[src/rtl/encoder_frame_ctrl_pkg.sv]
// Shared types and constants for the convolutional frame encoder.
// Holds the FSM state enum, the constraint-length limits and the
// per-K generator polynomial table used by the encoder core.
package encoder_frame_ctrl_pkg;

    localparam int BYTE_W = 8;
    localparam int K_MIN  = 3;
    localparam int K_MAX  = 7;
    localparam int TAP_W  = K_MAX;      // u plus K_MAX-1 state bits
    localparam int SREG_W = K_MAX - 1;  // widest encoder state

    typedef enum logic [2:0] {
        ST_IDLE  = 3'd0,
        ST_LOAD  = 3'd1,
        ST_SHIFT = 3'd2,
        ST_TAIL  = 3'd3,
        ST_DONE  = 3'd4
    } state_e;

    typedef struct packed {
        logic [TAP_W-1:0] g0;
        logic [TAP_W-1:0] g1;
    } gen_pair_t;

    // Generator pair for constraint length k. Bit k-1 taps the input bit,
    // bit 0 taps the oldest state bit. Illegal k yields all-zero taps.
    function automatic gen_pair_t gen_table(input logic [2:0] k);
        gen_pair_t gp;
        case (k)
            3'd3:    begin gp.g0 = 7'o7;   gp.g1 = 7'o5;   end
            3'd4:    begin gp.g0 = 7'o17;  gp.g1 = 7'o15;  end
            3'd5:    begin gp.g0 = 7'o23;  gp.g1 = 7'o35;  end
            3'd6:    begin gp.g0 = 7'o53;  gp.g1 = 7'o75;  end
            3'd7:    begin gp.g0 = 7'o171; gp.g1 = 7'o133; end
            default: begin gp.g0 = 7'o0;   gp.g1 = 7'o0;   end
        endcase
        return gp;
    endfunction

    // Even parity (XOR reduction) of a masked tap vector.
    function automatic logic tap_parity(input logic [TAP_W-1:0] v);
        return ^v;
    endfunction

endpackage

[src/rtl/encoder_frame_ctrl_if.sv]
// Byte-in / symbol-out handshake bundle for the frame encoder.
// master = frame source and symbol sink, slave = the encoder.
interface encoder_frame_ctrl_if;
    import encoder_frame_ctrl_pkg::*;

    logic              start;
    logic [BYTE_W-1:0] frame_len;
    logic [2:0]        choose_constraint_length;
    logic [BYTE_W-1:0] din;
    logic              din_valid;
    logic              din_ready;
    logic [1:0]        sym;
    logic              sym_valid;
    logic              sym_ready;
    logic              busy;
    logic              done;
    logic              err;

    modport master (
        output start, frame_len, choose_constraint_length, din, din_valid, sym_ready,
        input  din_ready, sym, sym_valid, busy, done, err
    );

    modport slave (
        input  start, frame_len, choose_constraint_length, din, din_valid, sym_ready,
        output din_ready, sym, sym_valid, busy, done, err
    );

endinterface

[src/rtl/conv_enc_core.sv]
// Rate-1/2 convolutional encoder core with selectable K (3..7).
// State s[K-2] is the newest bit, s[0] the oldest. The parity pair is
// combinational from (u, s); the state shifts only when en is high.
module conv_enc_core
    import encoder_frame_ctrl_pkg::*;
(
    input  logic       clk,
    input  logic       rst_n,
    input  logic       clr,
    input  logic       en,
    input  logic [2:0] k,
    input  logic       u,
    output logic [1:0] par
);

    logic [SREG_W-1:0] s_q;
    logic [SREG_W-1:0] s_d;
    logic [SREG_W-1:0] shift_s;
    logic [TAP_W-1:0]  s_ext_s;
    logic [TAP_W-1:0]  tap_s;
    gen_pair_t         gen_s;

    assign gen_s   = gen_table(k);
    assign shift_s = s_q >> 1;
    assign s_ext_s = {1'b0, s_q};

    // Build the K-bit tap vector {u, s[K-2:0]} and the shifted next state.
    always_comb begin
        tap_s = '0;
        s_d   = '0;
        for (int i = 0; i < TAP_W; i++) begin
            if (i == int'(k) - 1) begin
                tap_s[i] = u;
            end else if (i < int'(k) - 1) begin
                tap_s[i] = s_ext_s[i];
            end else begin
                tap_s[i] = 1'b0;
            end
        end
        for (int i = 0; i < SREG_W; i++) begin
            if (i == int'(k) - 2) begin
                s_d[i] = u;
            end else if (i < int'(k) - 2) begin
                s_d[i] = shift_s[i];
            end else begin
                s_d[i] = 1'b0;
            end
        end
    end

    assign par = {tap_parity(tap_s & gen_s.g0), tap_parity(tap_s & gen_s.g1)};

    // Encoder state register: cleared at frame start, shifts on each advance.
    always_ff @(posedge clk or negedge rst_n) begin
        if (!rst_n) begin
            s_q <= '0;
        end else if (clr) begin
            s_q <= '0;
        end else if (en) begin
            s_q <= s_d;
        end else begin
            s_q <= s_q;
        end
    end

endmodule

[src/rtl/encoder_frame_ctrl.sv]
// Frame controller for the convolutional encoder: accepts a frame header,
// serialises each byte MSB first into the encoder, appends K-1 zero tail
// bits and presents each parity pair through a registered valid/ready port.
module encoder_frame_ctrl
    import encoder_frame_ctrl_pkg::*;
(
    input  logic                 clk,
    input  logic                 rst_n,
    encoder_frame_ctrl_if.slave  bus
);

    state_e            state_q;
    logic [BYTE_W-1:0] len_q;
    logic [2:0]        k_q;
    logic [BYTE_W-1:0] byte_q;
    logic [2:0]        bit_cnt_q;
    logic [2:0]        tail_cnt_q;
    logic [1:0]        sym_q;
    logic              sym_valid_q;
    logic              din_ready_q;
    logic              busy_q;
    logic              done_q;
    logic              err_q;

    logic              advance_s;
    logic              enc_en_s;
    logic              enc_u_s;
    logic              start_ok_s;
    logic [1:0]        par_s;

    // A new encoder bit may enter only when the output register is free
    // or is being emptied this cycle.
    assign advance_s  = ~sym_valid_q | bus.sym_ready;
    assign enc_en_s   = advance_s & ((state_q == ST_SHIFT) | (state_q == ST_TAIL));
    assign enc_u_s    = (state_q == ST_SHIFT) ? byte_q[bit_cnt_q] : 1'b0;
    assign start_ok_s = (state_q == ST_IDLE) & bus.start
                      & (bus.frame_len != 8'd0)
                      & (bus.choose_constraint_length >= 3'(K_MIN));

    conv_enc_core u_core (
        .clk   (clk),
        .rst_n (rst_n),
        .clr   (start_ok_s),
        .en    (enc_en_s),
        .k     (k_q),
        .u     (enc_u_s),
        .par   (par_s)
    );

    // Frame FSM, counters and all registered outputs.
    always_ff @(posedge clk or negedge rst_n) begin
        if (!rst_n) begin
            state_q     <= ST_IDLE;
            len_q       <= 8'd0;
            k_q         <= 3'd0;
            byte_q      <= 8'd0;
            bit_cnt_q   <= 3'd0;
            tail_cnt_q  <= 3'd0;
            sym_q       <= 2'b00;
            sym_valid_q <= 1'b0;
            din_ready_q <= 1'b0;
            busy_q      <= 1'b0;
            done_q      <= 1'b0;
            err_q       <= 1'b0;
        end else begin
            done_q <= 1'b0;
            err_q  <= 1'b0;

            if (enc_en_s) begin
                sym_q       <= par_s;
                sym_valid_q <= 1'b1;
            end else if (bus.sym_ready) begin
                sym_valid_q <= 1'b0;
            end

            case (state_q)
                ST_IDLE: begin
                    if (start_ok_s) begin
                        len_q       <= bus.frame_len;
                        k_q         <= bus.choose_constraint_length;
                        din_ready_q <= 1'b1;
                        busy_q      <= 1'b1;
                        state_q     <= ST_LOAD;
                    end else if (bus.start) begin
                        err_q <= 1'b1;
                    end
                end
                ST_LOAD: begin
                    if (bus.din_valid && din_ready_q) begin
                        byte_q      <= bus.din;
                        bit_cnt_q   <= 3'd7;
                        din_ready_q <= 1'b0;
                        state_q     <= ST_SHIFT;
                    end
                end
                ST_SHIFT: begin
                    if (advance_s) begin
                        if (bit_cnt_q == 3'd0) begin
                            if (len_q == 8'd1) begin
                                len_q      <= 8'd0;
                                tail_cnt_q <= k_q - 3'd2;
                                state_q    <= ST_TAIL;
                            end else begin
                                len_q       <= len_q - 8'd1;
                                din_ready_q <= 1'b1;
                                state_q     <= ST_LOAD;
                            end
                        end else begin
                            bit_cnt_q <= bit_cnt_q - 3'd1;
                        end
                    end
                end
                ST_TAIL: begin
                    if (advance_s) begin
                        if (tail_cnt_q == 3'd0) begin
                            state_q <= ST_DONE;
                        end else begin
                            tail_cnt_q <= tail_cnt_q - 3'd1;
                        end
                    end
                end
                ST_DONE: begin
                    // The last tail symbol is still in the output register here.
                    if (sym_valid_q && bus.sym_ready) begin
                        done_q  <= 1'b1;
                        busy_q  <= 1'b0;
                        state_q <= ST_IDLE;
                    end
                end
                default: begin
                    din_ready_q <= 1'b0;
                    busy_q      <= 1'b0;
                    state_q     <= ST_IDLE;
                end
            endcase
        end
    end

    assign bus.sym       = sym_q;
    assign bus.sym_valid = sym_valid_q;
    assign bus.din_ready = din_ready_q;
    assign bus.busy      = busy_q;
    assign bus.done      = done_q;
    assign bus.err       = err_q;

endmodule

[src/flat_wrapper.sv]
// flat-port wrapper written by rule: the top's interface ports become plain ports
module encoder_frame_ctrl_flat import encoder_frame_ctrl_pkg::*;
  (clk, rst_n, bus_start, bus_frame_len, bus_choose_constraint_length, bus_din, bus_din_valid, bus_sym_ready, bus_din_ready, bus_sym, bus_sym_valid, bus_busy, bus_done, bus_err);
  encoder_frame_ctrl_if bus_i ();
  input  logic clk;
  input  logic rst_n;
  input wire logic [$bits(bus_i.start)-1:0] bus_start;
  input wire logic [$bits(bus_i.frame_len)-1:0] bus_frame_len;
  input wire logic [$bits(bus_i.choose_constraint_length)-1:0] bus_choose_constraint_length;
  input wire logic [$bits(bus_i.din)-1:0] bus_din;
  input wire logic [$bits(bus_i.din_valid)-1:0] bus_din_valid;
  input wire logic [$bits(bus_i.sym_ready)-1:0] bus_sym_ready;
  output wire logic [$bits(bus_i.din_ready)-1:0] bus_din_ready;
  output wire logic [$bits(bus_i.sym)-1:0] bus_sym;
  output wire logic [$bits(bus_i.sym_valid)-1:0] bus_sym_valid;
  output wire logic [$bits(bus_i.busy)-1:0] bus_busy;
  output wire logic [$bits(bus_i.done)-1:0] bus_done;
  output wire logic [$bits(bus_i.err)-1:0] bus_err;
  assign bus_i.start = bus_start;
  assign bus_i.frame_len = bus_frame_len;
  assign bus_i.choose_constraint_length = bus_choose_constraint_length;
  assign bus_i.din = bus_din;
  assign bus_i.din_valid = bus_din_valid;
  assign bus_i.sym_ready = bus_sym_ready;
  assign bus_din_ready = bus_i.din_ready;
  assign bus_sym = bus_i.sym;
  assign bus_sym_valid = bus_i.sym_valid;
  assign bus_busy = bus_i.busy;
  assign bus_done = bus_i.done;
  assign bus_err = bus_i.err;
  encoder_frame_ctrl u_core (.clk(clk), .rst_n(rst_n), .bus(bus_i));
endmodule
[config.mk]
export PLATFORM = sky130hd
export DESIGN_NAME = encoder_frame_ctrl_flat
export DESIGN_NICKNAME = d
export VERILOG_FILES = /design/src/rtl/encoder_frame_ctrl_pkg.sv /design/src/rtl/encoder_frame_ctrl_if.sv /design/src/rtl/conv_enc_core.sv /design/src/rtl/encoder_frame_ctrl.sv /design/src/flat_wrapper.sv
export SDC_FILE = /design/constraint.sdc
export NUM_CORES = 1
export LEC_CHECK = 0
export ABC_AREA = 1
export BUFFER_PORTS_ARGS = -buffer_cell sky130_fd_sc_hd__buf_2
export CORE_MARGIN = 2
export CORE_UTILIZATION = 60
export DETAILED_ROUTE_END_ITERATION = 16
export PLACE_DENSITY = 0.81
export SYNTH_ARGS = -nofsm -noshare
export SYNTH_HDL_FRONTEND = slang
export SYNTH_HIERARCHICAL = 1
export SYNTH_SLANG_ARGS = --single-unit
[constraint.sdc]
create_clock -name clk -period 5.9 [get_ports clk]
set_clock_uncertainty 0.1 [all_clocks]
set_input_delay 0.295 -clock clk [delete_from_list [all_inputs] [get_ports clk]]
set_output_delay 0.295 -clock clk [all_outputs]
set_load 0.05 [all_outputs]
Word-level counts from Yosys, hierarchy flattened
Cells that the tools add are included.

word-level totals
  bits in registers = 41
  input bits = 24

cells by class
  $add $sub $neg = 6
  $lt $le $gt $ge = 13
  equality and inequality tests = 32
  mux-type cells = 69
  bitwise gates (word level) = 11
  reductions and logical operators = 25

operators with widths
  operator                                             number
  == test 4 x 32 -> 1 bit (first input constant)       5
  == test 3 x 32 -> 1 bit (first input constant)       4
  < comparator 3 x 32 -> 1 bit (first input constant)  4
  < comparator 4 x 32 -> 1 bit (first input constant)  3
  case mux 14 bit (5 select lines)                     1
  == test 2 x 32 -> 1 bit (first input constant)       2
  zero test 32 bit                                     2
  < comparator 1 x 32 -> 1 bit (first input constant)  2
  < comparator 2 x 32 -> 1 bit (first input constant)  2
  2-to-1 mux 3 bit                                     15
  2-to-1 mux 1 bit                                     39
  2-to-1 mux 8 bit                                     4
  != test 2 bit (second input constant)                8
  case mux 8 bit (2 select lines)                      1
  == test 3 bit (second input constant)                5
  case mux 3 bit (5 select lines)                      1
  bitwise AND 7 bit                                    2
  XOR reduction 7 bit                                  2
  2-to-1 mux 6 bit                                     2
  case mux 3 bit (2 select lines)                      2
  AND reduction 6 bit                                  2
  nonzero test 2 bit                                   5
  == test 3 x 2 -> 1 bit (second input constant)       3
  zero test 3 bit                                      3
  other kinds (25)                                     37

Depth between registers and ports, before layout
  depth in word-level cells = 6
  depth in mapped cells = 20

Hierarchy
Netlist, hierarchy kept.

by module, submodules not included
  module              times used  cells an instance  area an instance (sq um)
  encoder_frame_ctrl  1           271                2124.5
  conv_enc_core       1           197                1118.6

Worst setup path after synthesis
Ideal clock, no wire load.

  kind = register to register
  start = reg u_core.k_q[1]
  end = reg u_core.sym_q[1], in the netlist u_core/bus.sym[1]
  setup time = 0.118 ns
  arrival = 2.189 ns
  slack = 3.494 ns
  stages on the path, launching flop included = 21
  path buffers = 0
  period minus slack after synthesis = 2.406 ns
  cells stage by stage = dfrtp_1 inv_1 ha_1 inv_1 nand2_1 nand2_4 nor3_1 ha_1 nand2_1 o21ai_0 o21ai_2 inv_2 nand2_2 nand2_1 nand2_1 nand2_1 inv_1 nand2_1 nand2_1 nand2_1 nand2_1

between the ends
  longest elaborated chain between the ends = 6
  elaborated cells on any way between the ends = 35

ends and longest elaborated chain
  item                                                  RTL line                      RTL
  from (decl)                                           encoder_frame_ctrl.sv:14      logic [2:0] k_q;
  from (signal assigned)                                encoder_frame_ctrl.sv:80      k_q <= bus.choose_constraint_length;
  subtractor 3 x 1 -> 4 bit                             --
  < comparator 1 x 32 -> 1 bit (tied with other cells)  conv_enc_core.sv:34           end else if (i < int'(k) - 1) begin
  2-to-1 mux 1 bit                                      conv_enc_core.sv:34
  2-to-1 mux 1 bit                                      conv_enc_core.sv:32           if (i == int'(k) - 1) begin
  bitwise AND 7 bit *                                   conv_enc_core.sv:51           assign par = {tap_parity(tap_s & gen_s.g0), tap_parity(tap_s & gen_s.g1)};
  XOR reduction 7 bit *                                 encoder_frame_ctrl_pkg.sv:42  return ^v;
  via u_core.par_s[1]                                   encoder_frame_ctrl.sv:29      logic [1:0] par_s;
  to (signal assigned)                                  encoder_frame_ctrl.sv:70      sym_q <= par_s;
  to (decl)                                             encoder_frame_ctrl.sv:18      logic [1:0] sym_q;

The timed path passes the listed nets; every way through them passes the cells marked *.
A chain may end at the register's enable or synchronous reset.

Final worst setup path
  start = reg u_core.state_q[2]
  end = reg u_core.sym_q[0], in the netlist u_core/bus.sym[0]

between the ends
  longest elaborated chain between the ends = 5
  elaborated cells on any way between the ends = 14

ends and longest elaborated chain
  item                      RTL line                      RTL
  from (decl)               encoder_frame_ctrl.sv:12      state_e state_q;
  from (signal assigned)    encoder_frame_ctrl.sv:53      state_q <= ST_IDLE;
  from (signal assigned)    encoder_frame_ctrl.sv:83      state_q <= ST_LOAD;
  from (signal assigned)    encoder_frame_ctrl.sv:93      state_q <= ST_SHIFT;
  == test 3 x 2 -> 1 bit *  encoder_frame_ctrl.sv:35      assign enc_u_s = (state_q == ST_SHIFT) ? byte_q[bit_cnt_q] : 1'b0;
  2-to-1 mux 1 bit *        encoder_frame_ctrl.sv:35
  via u_core.enc_u_s        encoder_frame_ctrl.sv:27      logic enc_u_s;
  2-to-1 mux 1 bit          conv_enc_core.sv:32
  bitwise AND 7 bit *       conv_enc_core.sv:51
  XOR reduction 7 bit *     encoder_frame_ctrl_pkg.sv:42
  via u_core.par_s[0]       encoder_frame_ctrl.sv:29

Marked as above.

==> metrics.txt <==
status finished, final reports clean; Design Power 0.000577 W; largest fanout of any net on the critical path 12; max capacitance violation total 0; Gate Count Post-Synth 468; insertion delay of the later-clocked pin in the worst-skew pair 0.30 ns; final-stage net count 543; maximum number of pins on one net before global-route repair 42; biggest cell delay along the critical path 0.51 ns; vias in the first global route 2984; top-level I/O count 31; power density cells 162 nW/um2; Antenna Nets Post-Route 0; placer's final routability congestion estimate 0.904; slew margin rel. 0.399; number of rows in the core area 26; Post CTS Setup Buffer Count 0; CTS H-tree depth 2; Die H 77.5 um; fraction of layout instances using a drive strength above 1 0.167; Final WS setup 2.76 ns; average wire per standard cell 12.7 um; Via Count 3082; classification of the worst-slack hold path primary input to asynchronous set/reset pin; worst slack on hold paths 0.0186 ns; Critical Path AT 3.22 ns; shortest period the worst path allows 3.14 ns; post-detailed-route DRC marker count 0; Die Area 6010 um2; Critical Path Start Type register; slew of the pin with the lowest slew margin 0.902 ns; mean number of vias per cell 5.39; wire length of the first global-routing pass 12900 um; Fin Setup TNS 0 ns; count of unique library cells instantiated by Yosys 34; Critical Path Most Common Cell sky130_fd_sc_hd__nand2_1; setup repair after global routing missed its margin no; count of TritonRoute iterations in the first routing pass 4; achievable clock frequency 319 MHz; most frequent cells in the layout 155 x sky130_fd_sc_hd__nand2_1, 65 x sky130_fd_sc_hd__inv_1, 41 x sky130_fd_sc_hd__nand3_1, 41 x sky130_fd_sc_hd__dfrtp_1, 33 x sky130_fd_sc_hd__nor2_1; TritonCTS clock tree yes; Buffers on Ports 30; Finish-stage setup viols 0; crit path kind register to register; Max Slew Vio Count 0; number of buffers added by the clock tree synthesis step 5; number of buffer and inverter stages on the critical path 3; Peak supply drop 0.139 mV; post-synthesis register bit count 41; Final Routed Wirelength 7260 um; Resized cells post-CTS 0; core footprint 5170 um2; post-synthesis instance area 3240 um2; horizontal die dimension 77.5 um; initial antenna violation count 0; number of hold-slack violations in the final timing report 0; CTS clk-pin slew, worst paths 0.08 ns; worst path cell trace nor2_4 > nand2_2 > inv_1 > o21ai_0 > nor2_1 > inv_1 > nand2_1 > o21ai_0 > nor2_2 > nand2_1 > nand2_1 > nand3_1 > nand2_1 > inv_1 > nand2_1 > nand2_1 > nand2_1 > nand2_1; family of cells with the greatest summed delay on the critical path simple AND/OR/NAND/NOR gates; antenna diode count 0; required arrival time at the worst endpoint 5.98 ns; commonest non-fill, non-tap cell in the layout sky130_fd_sc_hd__nand2_1; cell at the root of the clock tree sky130_fd_sc_hd__clkbuf_8; post-layout utilization of the core 0.688; placement-stage worst setup slack 2.81 ns; Synth-to-Final Area Change 9.68%; met1 layer wirelength in the final routing 3170 um; endpoint type of the worst setup path register; overflow left after global routing 0; Top Layer Used met4; Leak Pwr 1.96 nW; period utilization 0.532; Initial Util 0.627; DRT iter0 DRCs 160; global routing usage summed across all routing layers 0.263; Syn Area/Cell 6.93 um2; number of buffers on the longest clock path 2; placed wire-length estimate after detailed placement 5600 um; sink count of the clock tree 41; sequential-to-total area share from yosys stat 0.316; count of warnings emitted by yosys 6; hold buffer count at CTS 0; routed wl met3 281 um; wire length on met2 3700 um; slowest CP cell sky130_fd_sc_hd__nor2_1; synthesized netlist net count 510
==> cell usage after synthesis, drive strengths merged <==
master	count	share of area
xor2	3	0.0081
nand3b	1	0.0023
ha	18	0.069
or2	1	0.0019
dfrtp	41	0.32
xnor2	3	0.0081
o31ai	1	0.0023
nand2	174	0.22
nor3	3	0.0046
o21ai	32	0.051
nand4	8	0.020
inv	69	0.080
a22o	1	0.0027
a21oi	8	0.016
o22ai	4	0.0077
nor2	41	0.061
buf	4	0.011
a32o	2	0.0062
o21bai	1	0.0023
nand3	45	0.078
mux2	8	0.028
==> path summary, 6_finish.rpt <==
path	from	endpoint	slack, ns	cells after the start
min	rst_n	u_core/byte_q[6]	0.02	1
max in group asynchronous	rst_n	u_core/len_q[3]	5.11	1
min reg2reg	u_core/bus.sym[0]	u_core/bus.sym[0]	0.38	2
max reg2reg	u_core/state_q[2]	u_core/bus.sym[0]	2.76	18
min in group clk	bus_start	u_core/bus.err	0.12	3
max	u_core/state_q[2]	u_core/bus.sym[0]	2.76	18
==> routing by layer <==
| metal | global-route usage | vias to the layer above |
|---|---|---|
| met5 | 0 | - |
| met4 | 0.0714 | 0 |
| met3 | 0.0349 | 14 |
| met2 | 0.488 | 77 |
| met1 | 0.319 | 1432 |
| li1 | - | 1559 |
==> through the flow <==
stage          cell area (um2)  instances
2_1_floorplan             3240        468
3_3_place_gp              3450        564
3_5_place_dp              3450        564
4_1_cts                   3560        572
5_1_grt                   3560        572
6_report                  3560        572
==> report_power, final <==
part            total, W  switching (W)  internal (W)  leakage (nW)
logic          0.0000680      0.0000452     0.0000228          1.38
registers       0.000286     0.00000322      0.000282         0.520
clock network   0.000224      0.0000970      0.000127        0.0554
==> worst register-to-register path: stages, from the launching register on <==
cell and delay (ns):
sky130_fd_sc_hd__dfrtp_1 0.47, sky130_fd_sc_hd__nor2_4 0.20, sky130_fd_sc_hd__nand2_2 0.21, sky130_fd_sc_hd__inv_1 0.29
sky130_fd_sc_hd__o21ai_0 0.13, sky130_fd_sc_hd__nor2_1 0.51, sky130_fd_sc_hd__inv_1 0.20, sky130_fd_sc_hd__nand2_1 0.09
sky130_fd_sc_hd__o21ai_0 0.10, sky130_fd_sc_hd__nor2_2 0.16, sky130_fd_sc_hd__nand2_1 0.09, sky130_fd_sc_hd__nand2_1 0.08
sky130_fd_sc_hd__nand3_1 0.07, sky130_fd_sc_hd__nand2_1 0.10, sky130_fd_sc_hd__inv_1 0.04, sky130_fd_sc_hd__nand2_1 0.05
sky130_fd_sc_hd__nand2_1 0.04, sky130_fd_sc_hd__nand2_1 0.06, sky130_fd_sc_hd__nand2_1 0.04
==> final cells by class <==
class	count	area, um2
clock inverters	2	38.8
inverters	69	259
clock buffers	6	72.6
fillers	458	1620
repair buffers	30	150
flip-flops and latches	41	1030
well taps	70	87.6
multi-input cells	354	1920
==> registers in the layout (all words and copies together) (netlist names), 2 cells and up <==
signal             count
u_core/bit_cnt_q       3
u_core/bus.sym         2
u_core/byte_q          8
u_core/k_q             3
u_core/len_q           8
u_core/state_q         3
u_core/tail_cnt_q      3
u_core/u_core/s_q      6
==> kinds of logic after synthesis <==
family / synth area share
xor+xnor: 0.0162
compound gates: 0.0876
fa+ha+maj: 0.0694
buf+inv: 0.0907
flops: 0.316
mux: 0.0278
simple gates: 0.392
Power figures use the tool's default switching activity.
